==> src/rtl/fetch_pc_unit.sv <==
// fetch_pc_unit: fetch-stage PC generator and instruction-fetch controller.
// It owns the fetch PC, drives the BTB lookup and instruction memory, picks
// the next PC (BTB target or pc+4), absorbs execute redirects, and hands
// instructions to decode through a registered output slot backed by a
// single skid entry.
module fetch_pc_unit #(
    parameter logic [31:0] RESET_PC = 32'h6000_0000
) (
    input  logic        clk,
    input  logic        rst,
    // BTB lookup
    output logic [31:0] btb_pc_o,
    input  logic        btb_hit_i,
    input  logic [31:0] btb_target_i,
    // instruction memory
    output logic        imem_read_o,
    output logic [31:0] imem_addr_o,
    input  logic        imem_resp_i,
    input  logic [31:0] imem_rdata_i,
    // redirect from execute
    input  logic        redirect_i,
    input  logic [31:0] redirect_pc_i,
    // decode interface
    input  logic        stall_i,
    output logic        instr_valid_o,
    output logic [31:0] instr_o,
    output logic [31:0] instr_pc_o,
    output logic        pred_taken_o,
    output logic [31:0] pred_target_o
);

    typedef enum logic [1:0] {
        ST_IDLE  = 2'd0,
        ST_FETCH = 2'd1,
        ST_HOLD  = 2'd2,
        ST_DRAIN = 2'd3
    } state_t;

    // One fetched instruction with its prediction.
    typedef struct packed {
        logic        valid;
        logic [31:0] instr;
        logic [31:0] pc;
        logic        taken;
        logic [31:0] next;
    } slot_t;

    localparam logic [31:0] ALIGN_MASK = 32'hFFFF_FFFC;
    localparam logic [31:0] RESET_PC_A = RESET_PC & ALIGN_MASK;

    state_t      state_q, state_d;
    logic [31:0] pc_q, pc_d;
    // Redirect target parked while an abandoned read drains. pc_q keeps the
    // old address meanwhile, so the memory sees a stable request until it
    // answers; pc_q picks up the parked target when the drain completes.
    logic [31:0] redir_q, redir_d;
    slot_t       o_q, o_d;
    slot_t       s_q, s_d;

    logic        consume;
    logic [31:0] next_pc;
    logic [31:0] redir_pc;
    slot_t       resp_slot;

    // Memory and BTB always see the current fetch PC.
    assign btb_pc_o    = pc_q;
    assign imem_addr_o = pc_q;
    assign imem_read_o = (state_q == ST_FETCH) || (state_q == ST_DRAIN);

    assign instr_valid_o = o_q.valid;
    assign instr_o       = o_q.instr;
    assign instr_pc_o    = o_q.pc;
    assign pred_taken_o  = o_q.taken;
    assign pred_target_o = o_q.next;

    assign consume  = o_q.valid && !stall_i;
    assign next_pc  = btb_hit_i ? (btb_target_i & ALIGN_MASK) : (pc_q + 32'd4);
    assign redir_pc = redirect_pc_i & ALIGN_MASK;

    // Next-state logic: normal fetch/hold/drain flow, then redirect override.
    always_comb begin
        state_d = state_q;
        pc_d    = pc_q;
        redir_d = redir_q;
        o_d     = o_q;
        s_d     = s_q;

        resp_slot       = '0;
        resp_slot.valid = 1'b1;
        resp_slot.instr = imem_rdata_i;
        resp_slot.pc    = pc_q;
        resp_slot.taken = btb_hit_i;
        resp_slot.next  = next_pc;

        if (consume) begin
            o_d.valid = 1'b0;
        end

        case (state_q)
            ST_IDLE: begin
                state_d = ST_FETCH;
            end
            ST_FETCH: begin
                if (imem_resp_i) begin
                    pc_d = next_pc;
                    // S is always empty in FETCH, so a word that cannot
                    // enter O fills S and fetch must pause.
                    if (!o_q.valid || consume) begin
                        o_d = resp_slot;
                    end else begin
                        s_d     = resp_slot;
                        state_d = ST_HOLD;
                    end
                end
            end
            ST_HOLD: begin
                if (consume) begin
                    o_d       = s_q;
                    s_d.valid = 1'b0;
                    state_d   = ST_FETCH;
                end
            end
            ST_DRAIN: begin
                if (imem_resp_i) begin
                    pc_d    = redir_q;
                    state_d = ST_FETCH;
                end
            end
            default: begin
                state_d = ST_IDLE;
            end
        endcase

        if (redirect_i) begin
            o_d.valid = 1'b0;
            s_d.valid = 1'b0;
            redir_d   = redir_pc;
            case (state_q)
                ST_FETCH, ST_DRAIN: begin
                    // A response arriving with the redirect retires the old
                    // read, so the new PC can be fetched immediately.
                    if (imem_resp_i) begin
                        pc_d    = redir_pc;
                        state_d = ST_FETCH;
                    end else begin
                        pc_d    = pc_q;
                        state_d = ST_DRAIN;
                    end
                end
                default: begin
                    pc_d    = redir_pc;
                    state_d = ST_FETCH;
                end
            endcase
        end
    end

    // State registers; reset clears both slots and restarts at RESET_PC.
    always_ff @(posedge clk or posedge rst) begin
        if (rst) begin
            state_q <= ST_IDLE;
            pc_q    <= RESET_PC_A;
            redir_q <= RESET_PC_A;
            o_q     <= '0;
            s_q     <= '0;
        end else begin
            state_q <= state_d;
            pc_q    <= pc_d;
            redir_q <= redir_d;
            o_q     <= o_d;
            s_q     <= s_d;
        end
    end

endmodule
==> config.mk <==
export PLATFORM = sky130hd
export DESIGN_NAME = fetch_pc_unit
export DESIGN_NICKNAME = d
export VERILOG_FILES = /design/src/rtl/fetch_pc_unit.sv
export SDC_FILE = /design/constraint.sdc
export NUM_CORES = 1
export LEC_CHECK = 0
export ABC_AREA = 1
export ABC_CLOCK_PERIOD_IN_PS = 12400
export CORE_MARGIN = 5
export CORE_UTILIZATION = 40
export DETAILED_ROUTE_END_ITERATION = 16
export PLACE_DENSITY = 0.63
export SLEW_MARGIN = 20
export SYNTH_ARGS = -nofsm -noshare
export SYNTH_HDL_FRONTEND = slang
export SYNTH_SLANG_ARGS = --single-unit
==> constraint.sdc <==
create_clock -name clk -period 12.4 [get_ports clk]
set_clock_uncertainty 0.2 [all_clocks]
set_input_delay 2.48 -clock clk [delete_from_list [all_inputs] [get_ports clk]]
set_output_delay 2.48 -clock clk [all_outputs]
set_load 0.01 [all_outputs]
After elaboration in Yosys (flattened, before gate mapping)
Cells that the tools add are included.
{"block": "word_totals", "reg_bits": 260, "in_bits": 102, "output_inout_bits": 163, "elab_cells": 67}
{"block": "op_classes", "addsub": 1, "n_eq_ne": 11, "n_mux": 26, "bitwise_logic": 1, "n_reduce_logical": 15}
{"operator": "98-bit two-way mux", "n": 5}
{"operator": "98-bit one-hot mux with 2 select lines", "n": 1}
{"operator": "32-bit two-way mux", "n": 6}
{"operator": "32-bit one-hot mux with 2 select lines", "n": 1}
{"operator": "32-bit by 3-bit adder with 32-bit output (second input constant)", "n": 1}
{"operator": "4-bit AND reduction", "n": 4}
{"operator": "3-bit inequality test (second input constant)", "n": 5}
{"operator": "2-bit two-way mux", "n": 7}
{"operator": "2-bit one-hot mux with 4 select lines", "n": 1}
{"operator": "3-bit nonzero test", "n": 2}
{"operator": "2-bit == test (second input constant)", "n": 2}
{"operator": "1-bit two-way mux", "n": 4}
{"operator": "2-bit inequality test (second input constant)", "n": 2}
{"operator": "3-bit AND reduction", "n": 1}
{"operator": "2-bit by 1-bit == test with 1-bit output (second input constant)", "n": 1}
{"operator": "1-bit logical NOT", "n": 2}
{"operator": "2-bit logical NOT", "n": 1}
{"operator": "1-bit logical OR", "n": 2}
{"operator": "2-bit by 1-bit inequality test with 1-bit output (second input constant)", "n": 1}
{"operator": "1-bit one-hot mux with 2 select lines", "n": 1}
{"operator": "2-bit nonzero test", "n": 1}
{"operator": "2-bit OR reduction", "n": 1}
{"operator": "1-bit logical AND", "n": 1}
{"operator": "1-bit NOT", "n": 1}

Depth between registers and ports, before layout
Gate-level depths: netlist of the first run.
{"block": "logic_depth", "word_depth": 7, "ltp_mapped": 13, "depth_no_buf": 13}

Worst setup path before layout of the first run
OpenSTA, ideal clock, no wires.
{"block": "synth_timing", "path_type": "input port to flip-flop", "from": "in stall_i", "to": "reg o_q, in the netlist instr_o[10]", "setup_ns": 0.121, "t_arrival_ns": 3.454, "required_ns": 12.079, "path_slack_ns": 8.625, "cell_stages": 10, "n_path_buf": 2, "path_cell_list": "nand2_1 inv_2 nor2_1 nand2_2 inv_2 buf_4 buf_4 nand2_1 o21ai_0 a22o_1"}
{"block": "synth_between", "elab_chain_len": 5, "word_cells_on_any_way": 6, "cone_classes": "2 x eq/ne; 4 x reduce/logical"}
{"element": "start, declared", "line_no": "24", "rtl": "input logic stall_i,"}
{"element": "1-bit logical NOT *", "line_no": "76", "rtl": "assign consume = o_q.valid && !stall_i;"}
{"element": "1-bit logical AND *", "line_no": "76"}
{"element": "1-bit logical OR", "line_no": "108", "rtl": "if (!o_q.valid || consume) begin"}
{"element": "2-bit by 1-bit inequality test with 1-bit output (no line)"}
{"element": "4-bit AND reduction (no line) *"}
{"element": "end signal, assigned", "line_no": "164", "rtl": "o_q <= '0;"}
{"element": "end signal, assigned", "line_no": "170", "rtl": "o_q <= o_d;"}
{"element": "end, declared", "line_no": "57", "rtl": "slot_t o_q, o_d;"}
Mark *: on every way between the ends. The rest lies on a longest branch, timed or not.
A chain may end at the register's enable or synchronous reset.

Worst setup path after layout of the first run
{"block": "layout_timing", "from": "reg state_q[1]", "to": "out imem_read_o"}
{"block": "layout_between", "elab_chain_len": 2, "word_cells_on_any_way": 3, "cone_classes": "2 x eq/ne; 1 x reduce/logical"}
{"element": "start, declared", "line_no": "51", "rtl": "state_t state_q, state_d;"}
{"element": "start signal, assigned", "line_no": "167", "rtl": "state_q <= state_d;"}
{"element": "2-bit by 1-bit == test with 1-bit output / 2-bit == test (equally long branches)", "line_no": "68", "rtl": "assign imem_read_o = (state_q == ST_FETCH) || (state_q == ST_DRAIN);"}
{"element": "1-bit logical OR *", "line_no": "68"}
{"element": "end, declared", "line_no": "16", "rtl": "output logic imem_read_o,"}
Marked as above.

==> results of run 1 <==
-- critical path, stage by stage, from the launching register on --
cell and delay (ns):
dfrtp_1 0.41, inv_1 0.06, ha_1 0.28, nor2_1 0.33
inv_1 0.07, clkdlybuf4s50_1 0.52
-- state kept, by name, indices dropped and copies added (netlist names) --
name,flops
s_q,98
btb_pc_o,32
instr_o,32
instr_pc_o,32
pred_target_o,32
redir_q,30
state_q,2
instr_valid_o,1
pred_taken_o,1
-- per-stage QoR --
stage | std cells | util [%]
4_1_cts | 2180 | 51.7
3_5_place_dp | 2128 | 48.5
5_1_grt | 2180 | 51.7
3_3_place_gp | 2128 | 48.5
2_1_floorplan | 1576 | -
6_report | 2180 | 51.7
-- layout make-up --
type	count	area, sq um
inverter	160	617
clock inverter	9	123
sequential	260	6510
timing repair buffer	273	2700
fill	3000	15200
clock buffer	43	891
tap	402	503
multi-input combinational	1033	4980
-- routing by layer --
layer	vias to the layer above	GRT usage [%]	wire length [microns]
li1	5501	-	-
met1	5428	30.2	17600
met2	380	35.7	18700
met3	78	5.27	3150
met4	14	6.78	1270
met5	-	0	101
-- path summary, 6_finish.rpt --
path	from	endpoint	slack (ns)	cells past startpoint
setup / recovery	state_q[1]$_DFFE_PP0P_	imem_read_o	7.50	5
hold / removal	redir_q[5]$_DFFE_PP0P_	redir_q[5]$_DFFE_PP0P_	0.27	2
setup reg to reg	state_q[1]$_DFFE_PP0P_	btb_pc_o[9]$_DFFE_PP0P_	9.30	9
hold reg to reg	redir_q[5]$_DFFE_PP0P_	redir_q[5]$_DFFE_PP0P_	0.27	2
max in group asynchronous	rst	pred_target_o[2]$_DFFE_PP0P_	8.16	3
min in group asynchronous	rst	instr_o[6]$_DFFE_PP0P_	2.28	2
-- cell families after synthesis --
logic type                 after synthesis
DFF                                    260
adders and majority gates                4
buffers and inverters                  283
and+or+nand+nor                        636
AOI/OAI and AO/OA                      393
-- Yosys cell counts, types with 11 or more instances --
| master | instances |
|---|---|
| dfrtp_1 | 256 |
| a22o_1 | 67 |
| a31oi_1 | 20 |
| nand3_1 | 59 |
| a21oi_1 | 74 |
| buf_2 | 33 |
| o21ai_0 | 169 |
| o21ai_1 | 11 |
| o22ai_1 | 32 |
| nor2_1 | 81 |
| inv_1 | 150 |
| buf_4 | 41 |
| nand2_1 | 472 |
| clkbuf_1 | 38 |
-- power by group --
group / switching [mW] / total, mW / internal (mW)
Clock: 0.351 / 0.907 / 0.556
Sequential: 0.267 / 1.42 / 1.15
Combinational: 0.932 / 1.59 / 0.655
==> metrics, run 1 <==
outcome=completed; Final Wtd Congestion=0.878; I/O pins=265; critical path arrival=2.22 ns; Post-CTS Setup Bufs=0; Core Region=31600 sq um; vias in the first global route=11.1k; synth warn=0; Slew @ Worst Pin=1.08 ns; Post-Synthesis Cells=around 1.6k; share of post-route cells with drive strength above 1=around 5.6%; Clock Tree Buf Depth=3; Nets=between 1.5k and 2k; Die Ht=189 microns; Async SR Flop Fraction=100%; DRT Pass-1 Iters=6; initial antenna violation count=7; setup ws final=7.50 ns; main combinational cell family by area after synthesis=simple AND/OR/NAND/NOR gates; Antenna diodes=0; Main synth FF type=dfrtp_1; most frequent cells in the layout=nand2_1, clkdlybuf4s50_1, dfrtp_1, o21ai_0, inv_1; final instance area=16300 sq um; Peak supply drop=between 0.1 and 0.15 mV; xor/xnor share of the synthesized area=0%; 1st-iter DRT viols=around 760; cell row count=65; simple-gate share of the synthesized area=about 20%; port bufs=260; Seq/Total Area, Yosys=50.8%; DIE AREA=between 30000 and 40000 sq um; Avg Cell Area, Syn=about 8.1 sq um; clk root buf=clkbuf_16; Total Wirelength=between 40 and 50 mm; DP HPWL=27.5 mm; post-synthesis mux area share=0%; Post-Place Worst Slack=between 7 and 8 ns; Setup TNS=0 ns; largest area contributor in the netlist=dfrtp_1; Sink Count=260; Layout Area Growth over Synthesis=27.4%; max-cap violations=0; first-pass GRT wire length=64.0 mm; post-synthesis adder-cell area fraction=0.391%; All-Layer GR Usage=22.3%; final antenna-violating net count=0; CP Class=reg -> out; hold buffer count at CTS=0; most common cell after layout, fill and taps aside=nand2_1; Pwr per Cell Area=240 nW/um^2; Leak=between 7 and 8 nW; Hold Crit Class=reg -> reg; total power=3.92 mW; via/cell ratio=between 5 and 6; syn_nets=1682; CTS Buf Count=30; Area contributors post-synth=dfrtp_1, nand2_1, o21ai_0, a22o_1, inv_1; #FFs+latches synth=260; Area after DPL=15300 sq um; synth unique cells=39; CTS resizes=0; Reg clk slew, reported paths=around 0.060 ns; RSZ-0062 raised after global routing=false; Avg WL per Cell=18.7 microns; period utilisation layout=between 30% and 40%; H-tree Lvls=1; Final Critical Period=a little under 5 ns; Critical Path RT=9.72 ns; compound-cell area share of the yosys netlist=18.3%; Critical Path Start Type=flop; Die W=between 150 and 200 microns; Initial Util=just over 40%; fmax=204 MHz; Netlist Area Pre-Place=12800 sq um; Final Max Tran Viols=0; via count=11.4k; Slew HR=28.2%; DRC=0; worst-skew pair later-pin latency=0.55 ns; Crit. End Element=primary output; CTS tree=built; largest net degree at the start of global routing=132; CP max FO=7; GRT overflow=0; area share of the largest cell type after synthesis=50.0%; number of synthesized flops with an enable pin=0; Hold Slack=0.273 ns; final setup vio count=0; final hold viol count=0
Power figures use the tool's default switching activity.
==> run 2: changes to the inputs <==
--- a/config.mk
+++ b/config.mk
@@ -6,11 +6,11 @@
 export NUM_CORES = 1
 export LEC_CHECK = 0
 export ABC_AREA = 1
-export ABC_CLOCK_PERIOD_IN_PS = 12400
+export ABC_CLOCK_PERIOD_IN_PS = 4300
 export CORE_MARGIN = 5
 export CORE_UTILIZATION = 40
 export DETAILED_ROUTE_END_ITERATION = 16
-export PLACE_DENSITY = 0.63
+export PLACE_DENSITY = 0.65
 export SLEW_MARGIN = 20
 export SYNTH_ARGS = -nofsm -noshare
 export SYNTH_HDL_FRONTEND = slang
==> constraint.sdc (replaced) <==
create_clock -name clk -period 4.3 [get_ports clk]
set_clock_uncertainty 0.2 [all_clocks]
set_input_delay 0.86 -clock clk [delete_from_list [all_inputs] [get_ports clk]]
set_output_delay 0.86 -clock clk [all_outputs]
set_load 0.01 [all_outputs]
==> run 2 against run 1 <==
Net effect: die area unchanged; critical path depth did not move; non-clock buffer count up 10; largest cell class unchanged.
==> metrics, run 2 (synthesis gave the netlist of run 1 again) <==
outcome=completed; I/O pins=265 (unchanged); Pwr per Cell Area=684 nW/um^2 (+180%); most common cell after layout, fill and taps aside=nand2_1; FF-to-FF End=btb_pc_o[8]$_DFFE_PP0P_; CTS Buf Count=29 (-3.3%); initial antenna violation count=4 (-3); Post-CTS Setup Bufs=0 (unchanged); Area after DPL=15400 sq um (+0.86%); final antenna-violating net count=0 (unchanged); hold endpoint=redir_q[6]$_DFFE_PP0P_; R2R Path Start=state_q[1]$_DFFE_PP0P_; Leak=7.66 nW (+0.40%); CTS tree=built; All-Layer GR Usage=22.0% (-0.26 points); CP max FO=7 (unchanged); Hold Crit Class=reg -> reg; slowest stage cell, crit path=clkdlybuf4s50_1; vias in the first global route=11.4k (+2.8%); Critical Path Start Type=flop; DP HPWL=28.3 mm (+3.1%); final setup vio count=0 (unchanged); Slew HR=33.4% (+5.2 points); worst-skew pair later-pin latency=0.54 ns (about the same); Post-Place Worst Slack=1.04 ns (-6.25 ns); CP Cell Sequence=inv_1 > ha_1 > nor2_1 > inv_1 > clkdlybuf4s50_1; clk root buf=clkbuf_16; RSZ-0062 raised after global routing=false; port bufs=260 (unchanged); Hold Crit Start=redir_q[6]$_DFFE_PP0P_; via count=11.5k (+0.76%); Crit. End Element=primary output; critical path arrival=2.26 ns (+0.04 ns); first-pass GRT wire length=63.8 mm (-0.36%); Hold Path Depth=2 (unchanged); Initial Util=40.6% (unchanged); Sink Count=260 (unchanged); cell row count=65 (unchanged); Clock Tree Buf Depth=3 (unchanged); DRT Pass-1 Iters=5 (-1); period utilisation layout=77.1%; fmax=301 MHz; Hold Slack=0.274 ns (+0.00185 ns); Reg2Reg Setup Slack=1.53 ns (-7.77 ns); largest net degree at the start of global routing=152 (+15%); hold buffer count at CTS=0 (unchanged); most frequent cells in the layout=nand2_1, clkdlybuf4s50_1, dfrtp_1, o21ai_0, inv_1; reg2reg path depth=6 (-3); DIE AREA=35700 sq um (unchanged); largest register by flop count=s_q; 1st-iter DRT viols=853 (+12%); critical path buffer and inverter count=3 (unchanged); Layout Area Growth over Synthesis=28.0%; setup ws final=0.983 ns (-6.52 ns); CTS resizes=0 (unchanged); Peak supply drop=0.369 mV (+160%); H-tree Lvls=1 (unchanged); DRC=0 (unchanged); final hold viol count=0 (unchanged); max reg flops=98 (unchanged); Die Ht=189 microns (unchanged); top cell family by delay on the critical path=buffers and inverters; Post-Route Utilization=52.0% (+0.25 points); Reg clk slew, reported paths=0.06 ns (about the same); Total Wirelength=40.4 mm (-0.92%); Avg WL per Cell=18.5 microns (-1.4%); share of post-route cells with drive strength above 1=5.93% (+0.36 points); Slew @ Worst Pin=1.00 ns (-0.0779 ns); Final Max Tran Viols=0 (unchanged); GRT overflow=0 (unchanged); CP Class=reg -> out; Crit path largest cell delay=0.50 ns (-0.02 ns); via/cell ratio=5.24 (+0.26%); max-cap violations=0 (unchanged); Final Wtd Congestion=0.899 (+2.4%); Final Critical Period=around 3.3 ns; Nets=1873 (+0.48%); Critical Path RT=3.24 ns (-6.48 ns); Worst path most repeated cell=inv_1; Die W=189 microns (unchanged); Core Region=31600 sq um (unchanged); final instance area=16400 sq um (+0.47%)
-- run 2: cell types whose count changed in the layout (fill, tap and decap cells not counted), moves of 2 or more --
cell,delta
buf_12,+5
buf_4,+5
clkbuf_1,+3
clkbuf_16,-2
clkinv_2,-2
-- run 2: worst max path at each step --
| stage | depth (start not counted) | startpoint | endpoint |
|---|---|---|---|
| after floorplan | 1 | rst | btb_pc_o[0]$_DFFE_PP0P_ |
| after global placement | 9 | imem_resp_i | instr_pc_o[22]$_DFFE_PP0P_ |
| after detailed placement | 9 | imem_resp_i | instr_pc_o[20]$_DFFE_PP0P_ |
| after CTS | 5 | state_q[1]$_DFFE_PP0P_ | imem_read_o |
| after global routing | 5 | state_q[1]$_DFFE_PP0P_ | imem_read_o |
| final | 5 | state_q[1]$_DFFE_PP0P_ | imem_read_o |
-- run 2: worst reg2reg max path: stages (launching register included) --
cell and delay (ns):
dfrtp_1 0.41, ha_1 0.19, buf_4 0.38, clkinv_1 0.81
o21ai_0 0.42, a21oi_1 0.07, o22a_1 0.18
-- run 2: power breakdown --
group | leakage, nW | internal [mW] | switching [mW]
Clock | 0.469 | 1.49 | 0.987
Combinational | 3.96 | 1.94 | 2.68
Sequential | 3.23 | 3.33 | 0.783
-- run 2: layout make-up --
| class | instances | area (sq um) |
|---|---|---|
| multi-input cells | 1033 | 4980 |
| fillers | 2949 | 15200 |
| flip-flops and latches | 260 | 6510 |
| repair buffers | 283 | 2840 |
| diodes | 1 | 2.50 |
| inverters | 160 | 611 |
| clock buffers | 45 | 866 |
| well taps | 402 | 503 |
| clock inverters | 7 | 91.3 |
-- run 2: metal layers --
| metal | vias up | global-route usage [%] | routed length [microns] |
|---|---|---|---|
| met3 | 86 | 4.30 | 2750 |
| li1 | 5492 | - | - |
| met2 | 409 | 35.8 | 18600 |
| met4 | 6 | 6.45 | 1340 |
| met5 | - | 0 | 54 |
| met1 | 5495 | 30.1 | 17700 |
-- run 2: through the flow --
| stage | power [mW] | TNS, ns | cells |
|---|---|---|---|
| 2_1_floorplan | 6.81 | -47.18 | 1576 |
| 3_3_place_gp | 8.67 | 0 | 2138 |
| 3_5_place_dp | 8.77 | 0 | 2138 |
| 4_1_cts | 11.3 | 0 | 2190 |
| 5_1_grt | 11.9 | 0 | 2190 |
| 6_report | 11.2 | 0 | 2191 |
==> run 3: changes to the inputs <==
--- a/config.mk
+++ b/config.mk
@@ -6,7 +6,7 @@
 export NUM_CORES = 1
 export LEC_CHECK = 0
 export ABC_AREA = 1
-export ABC_CLOCK_PERIOD_IN_PS = 4300
+export ABC_CLOCK_PERIOD_IN_PS = 2860
 export CORE_MARGIN = 5
 export CORE_UTILIZATION = 40
 export DETAILED_ROUTE_END_ITERATION = 16
==> constraint.sdc (replaced) <==
create_clock -name clk -period 2.86 [get_ports clk]
set_clock_uncertainty 0.2 [all_clocks]
set_input_delay 0.572 -clock clk [delete_from_list [all_inputs] [get_ports clk]]
set_output_delay 0.572 -clock clk [all_outputs]
set_load 0.01 [all_outputs]
==> run 3 against run 2 <==
Net effect: core utilization up 1.1 points; total power up 55%; sequential power up 49%; final cell count up 1.0%; worst setup slack worse by 0.79 ns; wire length up 2.0%; sequential share of layout area down 0.84 points; first-iteration DRC count unchanged; critical path depth down 3; non-clock buffer count up 19; count of clock-buffer cells in the layout down 1; largest cell class unchanged.
==> metrics, run 3 (synthesis gave the netlist of run 1 again) <==
outcome=completed; Setup TNS=0 ns (unchanged); Core Region=31600 sq um (unchanged); Critical Path RT=2.09 ns (-1.15 ns); period utilisation layout=~93%; Reg clk slew, reported paths=0.06 ns (about the same); DRC=0 (unchanged); slowest stage cell, crit path=clkdlybuf4s50_1; final antenna-violating net count=0 (unchanged); Total Wirelength=41.2 mm (+2.0%); Crit path largest cell delay=0.61 ns (+0.11 ns); first-pass GRT wire length=64.4 mm (+1.0%); Layout fillers=2924 (-0.85%); H-tree Lvls=1 (unchanged); critical path arrival=1.90 ns (-0.36 ns); most common cell after layout, fill and taps aside=nand2_1; largest net degree at the start of global routing=111 (-27%); Layout Area Growth over Synthesis=30.7%; Pwr per Cell Area=1040 nW/um^2 (+52%); largest register by flop count=s_q; top cell family by delay on the critical path=buffers and inverters; Crit. End Element=primary output; CTS tree=built; All-Layer GR Usage=22.4% (+0.39 points); DIE AREA=35700 sq um (unchanged); clk root buf=clkbuf_16; CP max FO=5 (-2); Clock Tree Buf Depth=3 (unchanged); worst-skew pair later-pin latency=0.56 ns (+0.02 ns); Nets=1892 (+1.0%); RSZ-0062 raised after global routing=false; final setup vio count=0 (unchanged); Final Critical Period=roughly 2.7 ns; Hold Crit Class=in -> async; Reg2Reg Setup Slack=0.43 ns (-1.10 ns); Critical Path Start Type=flop; Sink Count=260 (unchanged); Avg WL per Cell=18.6 microns (+0.95%); via count=11.5k (+0.38%); max-cap violations=0 (unchanged); final hold viol count=0 (unchanged); via/cell ratio=5.21 (-0.61%); Final Max Tran Viols=0 (unchanged); max reg flops=98 (unchanged); share of post-route cells with drive strength above 1=7.24% (+1.3 points); Hold Slack=0.190 ns (-0.0843 ns); hold buffer count at CTS=0 (unchanged); Peak supply drop=0.582 mV (+58%); cell row count=65 (unchanged); I/O pins=265 (unchanged); CP Cell Sequence=buf_4 > clkdlybuf4s50_1; vias in the first global route=11.4k (+0.45%); fmax=374 MHz; port bufs=260 (unchanged); DRT Pass-1 Iters=6 (+1); Final Wtd Congestion=0.886 (-1.4%); Slew @ Worst Pin=0.989 ns (-0.0107 ns); Initial Util=40.6% (unchanged); CP Class=reg -> out; GRT overflow=0 (unchanged); DP HPWL=29.3 mm (+3.6%); Leak=7.83 nW (+2.2%); initial antenna violation count=4 (unchanged); Die W=189 microns (unchanged); Slew HR=34.1% (+0.71 points); CTS Buf Count=29 (unchanged); critical path buffer and inverter count=2 (-1); Post-Route Utilization=53.1% (+1.1 points); most frequent cells in the layout=nand2_1, clkdlybuf4s50_1, dfrtp_1, o21ai_0, inv_1; 1st-iter DRT viols=853 (unchanged); Die Ht=189 microns (unchanged)
-- run 3: cell count changes in the layout (fill, tap and decap cells not counted), sizes merged --
cell | previous run | this run
inv | 155 | 156
clkinvlp | 2 | 3
clkdlybuf4s50 | 259 | 258
clkbuf | 45 | 44
bufinv | 2 | 3
dlymetal6s2s | 0 | 1
buf | 24 | 43
diode | 1 | 2
-- run 3: worst reg2reg max path: cells and delay by family (launching register included) --
| family | cells | cell delay, ns |
|---|---|---|
| AND/OR/NAND/NOR | 9 | 1.44 |
| flip-flops | 1 | 0.37 |
| adder cells (fa/ha/maj) | 1 | 0.25 |
| AO/OA/AOI/OAI | 1 | 0.11 |
-- run 3: worst paths after layout --
path                                    startpoint                  endpoint  cells past startpoint
max                        btb_pc_o[7]$_DFFE_PP0P_            imem_addr_o[7]                      2
min                                            rst       s_q[79]$_DFFE_PP0P_                      2
max reg2reg                btb_pc_o[2]$_DFFE_PP0P_  btb_pc_o[24]$_DFFE_PP0P_                     11
min reg2reg                 redir_q[8]$_DFFE_PP0P_    redir_q[8]$_DFFE_PP0P_                      2
max in group asynchronous                      rst       s_q[53]$_DFFE_PP0P_                      3
min in group clk            redir_q[8]$_DFFE_PP0P_    redir_q[8]$_DFFE_PP0P_                      2
-- run 3: final cells by class --
cell class                 count  area, sq um  share of cell area [%]
sequential                   260         6510                    38.9
tap                          402          503                    3.00
timing repair buffer         302         3110                    18.5
clock inverter                10          145                   0.867
clock buffer                  44          872                    5.21
multi-input combinational   1033         5000                    29.8
antenna                        2         5.00                  0.0299
inverter                     160          611                    3.65
-- run 3: timing repair --
item                       4_1_cts  5_1_grt
setup buffers                    0        0
cloned                           0        0
setup endpoints to repair        1        1
hold endpoints to repair         0        0
resized for setup                3        2
-- run 3: metrics by stage --
stage                     power [mW]  area (sq um)  worst slack (ns)  instances
after floorplan                 10.2         12800             -1.34       1576
after global placement          13.3         15700             0.171       2157
after CTS                       17.5         16700            0.0345       2211
final                           17.4         16700             0.189       2213
after global routing            18.5         16700             0.187       2211
after detailed placement        13.5         15700             0.103       2157
-- run 3: where the power goes --
| group | leakage [nW] | internal (mW) | switching (mW) |
|---|---|---|---|
| sequential | 3.23 | 5.00 | 1.11 |
| clock | 0.495 | 2.37 | 1.54 |
| combinational | 4.10 | 3.18 | 4.20 |
| total | 7.83 | 10.6 | 6.86 |
-- run 3: metal layers --
metal	vias up	share of wire (%)	global-route usage (%)
met2	442	46	36.4
met3	86	7.7	4.42
met1	5457	43	30.3
li1	5541	-	-
met5	-	0.097	0
met4	6	3.2	7.26
